## src/rtl/fixed_point_mult_pipe.sv

```systemverilog
// fixed_point_mult_pipe
// Three-stage pipelined Q(INT_BITS).(FRAC_BITS) multiplier for the FFT
// butterfly datapath. Operands are sign-magnitude (SIGN_MAG=1) or two's
// complement (SIGN_MAG=0). Products are rounded and range-checked.
// A single global advance provides full valid/ready backpressure.
// Build option: define FIXED_POINT_SAT_EN to saturate on overflow. Without it,
// an overflowing product wraps to its low bits. The overflow flag is raised
// the same way in both builds.
module fixed_point_mult_pipe #(
   parameter int INT_BITS  = 8,
   parameter int FRAC_BITS = 8,
   parameter bit SIGN_MAG  = 1'b1,
   localparam int W        = INT_BITS + FRAC_BITS
) (
   input  logic         clk,
   input  logic         rst,
   input  logic         in_valid,
   output logic         in_ready,
   input  logic [W-1:0] input1,
   input  logic [W-1:0] input2,
   output logic         out_valid,
   input  logic         out_ready,
   output logic [W-1:0] product,
   output logic         overflow
);

   localparam int PW = 2 * W;   // full product width
   localparam int RW = PW + 1;  // headroom for the rounding bias

`ifdef FIXED_POINT_SAT_EN
   localparam bit SAT_EN = 1'b1;
`else
   localparam bit SAT_EN = 1'b0;
`endif

   // Rounding bias is half an LSB of the result.
   localparam logic signed [RW-1:0] HALF    = {{(RW-1){1'b0}}, 1'b1} << (FRAC_BITS - 1);
   // Largest positive and most negative representable results, sign-extended to RW bits.
   localparam logic signed [RW-1:0] POS_MAX = {{(RW-W+1){1'b0}}, {(W-1){1'b1}}};
   localparam logic signed [RW-1:0] NEG_MIN = {{(RW-W+1){1'b1}}, {(W-1){1'b0}}};

   // Every stage moves together. The pipe only stalls when the output holds a product nobody takes.
   logic adv_s;
   assign adv_s    = ~out_valid | out_ready;
   assign in_ready = adv_s;

   // Stage 1 registers: decoded operands and result sign
   logic         s1_valid_r;
   logic         s1_sign_r;
   logic [W-1:0] s1_a_r;
   logic [W-1:0] s1_b_r;

   // Stage 2 registers: full-width product
   logic          s2_valid_r;
   logic          s2_sign_r;
   logic [PW-1:0] s2_prod_r;

   // Combinational intermediates
   logic [W-1:0]          a_dec_s;
   logic [W-1:0]          b_dec_s;
   logic                  sign_dec_s;
   logic signed [PW-1:0]  a_ext_s;
   logic signed [PW-1:0]  b_ext_s;
   logic signed [PW-1:0]  mul_s;
   logic signed [RW-1:0]  biased_s;
   logic signed [RW-1:0]  rounded_s;
   logic [W-2:0]          mag_s;
   logic                  sign_s;
   logic                  ovf_s;
   logic [W-1:0]          result_s;

   // Operand decode: strip sign bits in sign-magnitude mode so -0 reads as magnitude zero
   always_comb begin
      a_dec_s    = input1;
      b_dec_s    = input2;
      sign_dec_s = 1'b0;
      if (SIGN_MAG) begin
         a_dec_s    = {1'b0, input1[W-2:0]};
         b_dec_s    = {1'b0, input2[W-2:0]};
         sign_dec_s = input1[W-1] ^ input2[W-1];
      end else begin
         a_dec_s    = input1;
         b_dec_s    = input2;
         sign_dec_s = 1'b0;
      end
   end

   // One signed multiplier serves both formats; magnitudes are zero-extended so they stay positive
   always_comb begin
      a_ext_s = {PW{1'b0}};
      b_ext_s = {PW{1'b0}};
      if (SIGN_MAG) begin
         a_ext_s = $signed({{W{1'b0}}, s1_a_r});
         b_ext_s = $signed({{W{1'b0}}, s1_b_r});
      end else begin
         a_ext_s = $signed({{W{s1_a_r[W-1]}}, s1_a_r});
         b_ext_s = $signed({{W{s1_b_r[W-1]}}, s1_b_r});
      end
      mul_s = a_ext_s * b_ext_s;
   end

   // Round to FRAC_BITS, detect overflow before any clamp, then saturate or wrap
   always_comb begin
      biased_s  = $signed({s2_prod_r[PW-1], s2_prod_r}) + HALF;
      rounded_s = biased_s >>> FRAC_BITS;
      ovf_s     = 1'b0;
      mag_s     = rounded_s[W-2:0];
      sign_s    = 1'b0;
      result_s  = rounded_s[W-1:0];
      if (SIGN_MAG) begin
         // Magnitude is non-negative, so ">= 2^(W-1)" is the same as "> POS_MAX"
         ovf_s = (rounded_s > POS_MAX);
         if (ovf_s && SAT_EN) begin
            mag_s = {(W-1){1'b1}};
         end else begin
            mag_s = rounded_s[W-2:0];
         end
         // A zero magnitude is always emitted as +0
         sign_s   = (mag_s != {(W-1){1'b0}}) ? s2_sign_r : 1'b0;
         result_s = {sign_s, mag_s};
      end else begin
         ovf_s = (rounded_s > POS_MAX) || (rounded_s < NEG_MIN);
         if (ovf_s && SAT_EN) begin
            result_s = rounded_s[RW-1] ? NEG_MIN[W-1:0] : POS_MAX[W-1:0];
         end else begin
            result_s = rounded_s[W-1:0];
         end
      end
   end

   // Stage 1: capture decoded operands on accept
   always_ff @(posedge clk or posedge rst) begin
      if (rst) begin
         s1_valid_r <= 1'b0;
         s1_sign_r  <= 1'b0;
         s1_a_r     <= {W{1'b0}};
         s1_b_r     <= {W{1'b0}};
      end else if (adv_s) begin
         s1_valid_r <= in_valid;
         if (in_valid) begin
            s1_sign_r <= sign_dec_s;
            s1_a_r    <= a_dec_s;
            s1_b_r    <= b_dec_s;
         end
      end
   end

   // Stage 2: register the full-width product
   always_ff @(posedge clk or posedge rst) begin
      if (rst) begin
         s2_valid_r <= 1'b0;
         s2_sign_r  <= 1'b0;
         s2_prod_r  <= {PW{1'b0}};
      end else if (adv_s) begin
         s2_valid_r <= s1_valid_r;
         if (s1_valid_r) begin
            s2_sign_r <= s1_sign_r;
            s2_prod_r <= mul_s;
         end
      end
   end

   // Stage 3: output register. Product and flag hold while downstream stalls.
   always_ff @(posedge clk or posedge rst) begin
      if (rst) begin
         out_valid <= 1'b0;
         product   <= {W{1'b0}};
         overflow  <= 1'b0;
      end else if (adv_s) begin
         out_valid <= s2_valid_r;
         if (s2_valid_r) begin
            product  <= result_s;
            overflow <= ovf_s;
         end
      end
   end

endmodule
```

## config.mk

```make
export PLATFORM = sky130hd
export DESIGN_NAME = fixed_point_mult_pipe
export DESIGN_NICKNAME = d
export VERILOG_FILES = /design/src/rtl/fixed_point_mult_pipe.sv
export SDC_FILE = /design/constraint.sdc
export NUM_CORES = 1
export LEC_CHECK = 0
export CORE_UTILIZATION = 30
export DETAILED_ROUTE_END_ITERATION = 10
export HOLD_SLACK_MARGIN = 0.03
export PLACE_DENSITY = 0.45
export SYNTH_ARGS = -nofsm -noshare
export SYNTH_HDL_FRONTEND = slang
export SYNTH_SLANG_ARGS = --single-unit
export TNS_END_PERCENT = 50
```

## constraint.sdc

```tcl
create_clock -name clk -period 7.4 [get_ports clk]
set_input_delay 0.74 -clock clk [delete_from_list [all_inputs] [get_ports clk]]
set_output_delay 0.74 -clock clk [all_outputs]
set_load 0.01 [all_outputs]
```

# Word-level counts from Yosys, hierarchy flattened
# Cells that the tools add are included.
# W data, S select, Z words.
# op_classes
muxes,1
n_addsub,1
order_cmp,1
mul,1
reduce_logical,4
bitwise_logic,3
# ops
cell,n
$add A30 B8 Y31 const B,1
$mul A15 B15 Y30,1
$gt A23 B15 Y1 const B,1
$reduce_bool A15 Y1,1
$reduce_and A2 Y1,3
$mux W1,1
$not A1 Y1,1
$or A1 B1 Y1,1
$xor A1 B1 Y1,1
# word_totals
wordCells,21
regBits,82
inputBits,36
out_inout_bits,19

# Longest topological paths before layout
# logic_depth
word_depth,3
mapped_depth,23
mapped_depth_nobuf,21

# Worst setup path before layout
# Ideal clock, no wire load.
# synth_timing
kind,register to register
start,register s1_a_r[11]
end,register s2_prod_r[29]
arrival_time_ns,5.622
setup_ns,0.122
path_slack_ns,1.656
required_time_ns,7.278
n_path_buf,1
synth_period_minus_slack_ns,5.744
stages_incl_launch_ff,21
path_cell_list,dfrtp_1 -> clkbuf_1 -> and2_1 -> fa_1 -> inv_1 -> fa_1 -> inv_1 -> fa_1 -> fa_1 -> fa_1 -> inv_1 -> fa_1 -> inv_1 -> ha_1 -> a21oi_1 -> o21ai_0 -> a221oi_1 -> o22ai_1 -> nor3_1 -> mux2i_1 -> nand2_1
# synth_via
elab_chain_len,1
# synth_rtl
element,line_no,source
start: declaration,50,logic [W-1:0] s1_a_r;
start signal: assignment,136,s1_a_r <= {W{1'b0}};
start signal: assignment,142,s1_a_r <= a_dec_s;
$mul A15 B15 Y30,99,mul_s = a_ext_s * b_ext_s;
end signal: assignment,153,s2_prod_r <= {PW{1'b0}};
end signal: assignment,158,s2_prod_r <= mul_s;
end: declaration,56,logic [PW-1:0] s2_prod_r;
# No other way between the ends.
# A chain may end at the register's enable or synchronous reset.

# Worst setup path after layout
# layout_timing
start,register s1_b_r[8]
end,register s2_prod_r[29]
# layout_via
elab_chain_len,1
# layout_rtl
element,line_no,source
start: declaration,51,logic [W-1:0] s1_b_r;
start signal: assignment,137,s1_b_r <= {W{1'b0}};
start signal: assignment,143,s1_b_r <= b_dec_s;
$mul A15 B15 Y30,99,
# No other way between the ends.

==> impl_results.md <==
* RR Startpoint: s1_b_r[8]
* Worst Tran Pin Value at 1060 ps
* Total GRT Usage at 0.163
* Synth async-reset ratio at 1.00
* Die height at 191 um
* Starting DRT DRC Count at between 200 and 300
* GPL Wtd Cong at 0.790
* Max-cap viol count at 0
* Root buf cell: clkbuf_16
* Top cells by area, synth: fa_1, dfrtp_1, ha_1
* Most used DFF post-synth: dfrtp_1
* Initial antenna violation count at 0
* Filler-free cell count of the finished design at 1,630
* Hold slack at 476 ps
* Clk slew on worst S/H paths at roughly 70 ps
* Area of the multi-input gates at 7830 sq um
* Setup Viol. Count Final at 0
* Worst Hold Class: flop to flop
* Hold_buf cts at 0
* Drt wl/cell at 16.7 um
* Worst Min Path Start: s1_sign_r
* First-pass DRT Iterations at 4
* Fill cells at between 3,000 and 4,000
* Crit Path Category: flop to flop
* Starting density of the core at 0.308
* Seq. cell area at around 1900 sq um
* H-Tree Depth at 3
* Worst-path maximum fanout at 16
* Vias/cell at between 4 and 5
* Sequential share of the synthesized area at 0.175
* Dpl cells at about 1,600
* Die area at 36,400 sq um
* DP Area at 11,700 sq um
* Number of synthesized flops with an enable pin at 0
* Worst path bufs/invs at 3
* Largest area contributor in the netlist: fa_1
* Post CTS Setup Buffer Count at 0
* Ys Warns at 0
* Post-cts repair resize count at 0
* Area delta synth->final at 11.6%
* I/O pin cnt at 55
* Mapped Cells at 1,149
* Endpoints failing hold at 0
* Share of cells above drive strength 1 at 0.0613
* Cell mode on critical path: fa_1
* Worst-case clock buffer depth at 2
* Drt total wl at 27,200 um
* Clk_skew at 11.8 ps
* Worst setup EP type: flop
* Hpwl dp at 21,100 um
* Post-Route Setup TNS at 0 ps
* Largest net degree at the start of global routing at 54
* Post-synthesis cell area at 10,700 sq um
* RSZ-0062 raised after global routing: no
* Register bit count reported by yosys at between 70 and 80
* Syn nets at 1,443
* Crit path DAT at about 6600 ps
* Core footprint at 34,800 sq um
* Final Instance Area at 11,900 sq um
* Total grt overflow at 0
* Share of the synthesized area in the top cell type at 0.310
* Placement Rows at 68
* CTS sink count at between 70 and 80
* Slew Limit Headroom at 0.296
* Detailed-route DRC error count at 0
* Type of origin of the critical path: flop
* Vias in the first global route at 8,542
* Min Tclk post-route at 6390 ps
* Port Buf Inserts at 54
* Clock Latency Late Sink at 370 ps
* Syn avg cell area at 9.31 sq um
* Antenna Cells at 0
* Vias after detailed routing at between 7,000 and 8,000
* Required time of the worst setup path at ~7600 ps
* Count of cell types in the netlist at 55
* Final nets at 1,465
* Final antenna-violating net count at 0
* FMAX at 0.157 GHz
* Final cycle utilization of the critical path at 0.863
* First-pass GRT wire length at 45,500 um
* Crit-path slowest cell: dfrtp_1
* Cells along the critical path: nand2_1, fa_1, inv_1, fa_1, inv_1, fa_1, fa_1, fa_1, fa_1, inv_1, ha_1, a21oi_1, o21ai_0, a221oi_1, o22ai_1, nor3_1, mux2i_1, nand2_1
* CTS tree: yes
* Worst Setup SP: s1_b_r[8]
* Max-slew violation count at 0
* Top Family by Delay on Critical Path: adder cells
* TritonCTS Buffers at 9
* Status: finished clean
* Die Width at 191 um
* Largest stage delay, worst path at 790 ps
[cells in the mapped netlist (4+ instances only)]
| cell | n |
|---|---|
| nand4_1 | 10 |
| a41oi_1 | 4 |
| o211ai_1 | 4 |
| mux2_2 | 32 |
| buf_2 | 6 |
| o31ai_1 | 5 |
| and2_1 | 137 |
| nand2_1 | 139 |
| a31oi_1 | 7 |
| a21oi_1 | 38 |
| nor2_1 | 29 |
| xor2_1 | 19 |
| ha_1 | 92 |
| xnor2_1 | 21 |
| clkbuf_1 | 40 |
| fa_1 | 166 |
| nor3_1 | 10 |
| o21ai_0 | 35 |
| nand3_1 | 13 |
| a21o_1 | 8 |
| dfrtp_1 | 75 |
| inv_1 | 209 |
[layout make-up]
cell class,count,area share
clock buffers,9,0.0189
clock inverters,6,0.00409
inverters,209,0.0658
multi-input cells,813,0.656
flip-flops and latches,75,0.157
well taps,455,0.0477
repair buffers,63,0.0509
[path summary, 6_finish.rpt]
| kind | end | slack (ps) | depth (start not counted) |
|---|---|---|---|
| setup / recovery | s2_prod_r[29] | 1010 | 18 |
| hold / removal | s2_sign_r | 480 | 2 |
| setup reg to reg | s2_prod_r[29] | 1010 | 18 |
| hold reg to reg | s2_sign_r | 480 | 2 |
| max in group asynchronous | s2_prod_r[29] | 5530 | 3 |
| min in group asynchronous | s1_b_r[7] | 690 | 2 |
[registers in the layout (all words and copies together), names as in the netlist]
signal / flops
out_valid: 1
overflow: 1
product: 16
s1_a_r: 15
s1_b_r: 15
s1_sign_r: 1
s1_valid_r: 1
s2_prod_r: 23
s2_sign_r: 1
s2_valid_r: 1
[worst min-delay path: cells and delay by family (launching register included)]
| kind | cells | cell delay, ps |
|---|---|---|
| AND/OR/NAND/NOR | 2 | 100 |
| flip-flops | 1 | 350 |
[cell usage in the layout (no fill, tap or decap), drive strengths merged, types with 6 or more instances in the layout]
cell type      instances
nor2                  29
a21o                   8
dfrtp                 75
a21oi                 38
nand3                 14
o31ai                  6
ha                    92
buf                    9
mux2                  32
o21ai                 37
nand2                139
xor2                  19
and2                 140
nor3                  11
fa                   166
nand4                 11
clkdlybuf4s50         54
a31oi                  7
clkbuf                 9
xnor2                 21
inv                  210
[logic make-up (layout without fill, tap and decap cells)]
family / count (synthesis) / count (layout) / share of synthesized area
muxes: 33 / 33 / 0.0346
buffers and inverters: 261 / 287 / 0.0933
AOI/OAI and AO/OA: 119 / 119 / 0.0694
DFF: 75 / 75 / 0.175
xor gates and xnor gates: 40 / 40 / 0.0327
adders and majority gates: 258 / 258 / 0.418
and+or+nand+nor: 363 / 363 / 0.177
[metrics by stage]
step,worst slack (ps),utilization
3_3_place_gp,1020,0.335
3_5_place_dp,958,0.335
4_1_cts,937,0.343
2_1_floorplan,1660,-
6_report,1010,0.343
5_1_grt,579,0.343
[layer usage]
layer | global-route usage | share of wire
met1 | 0.210 | 0.45
met2 | 0.278 | 0.50
met3 | 0.0175 | 0.021
met4 | 0.0625 | 0.029
met5 | 0 | 0
Power is not shown: default switching activity piles up to over one toggle a cycle in this logic, so the estimate is an artifact.
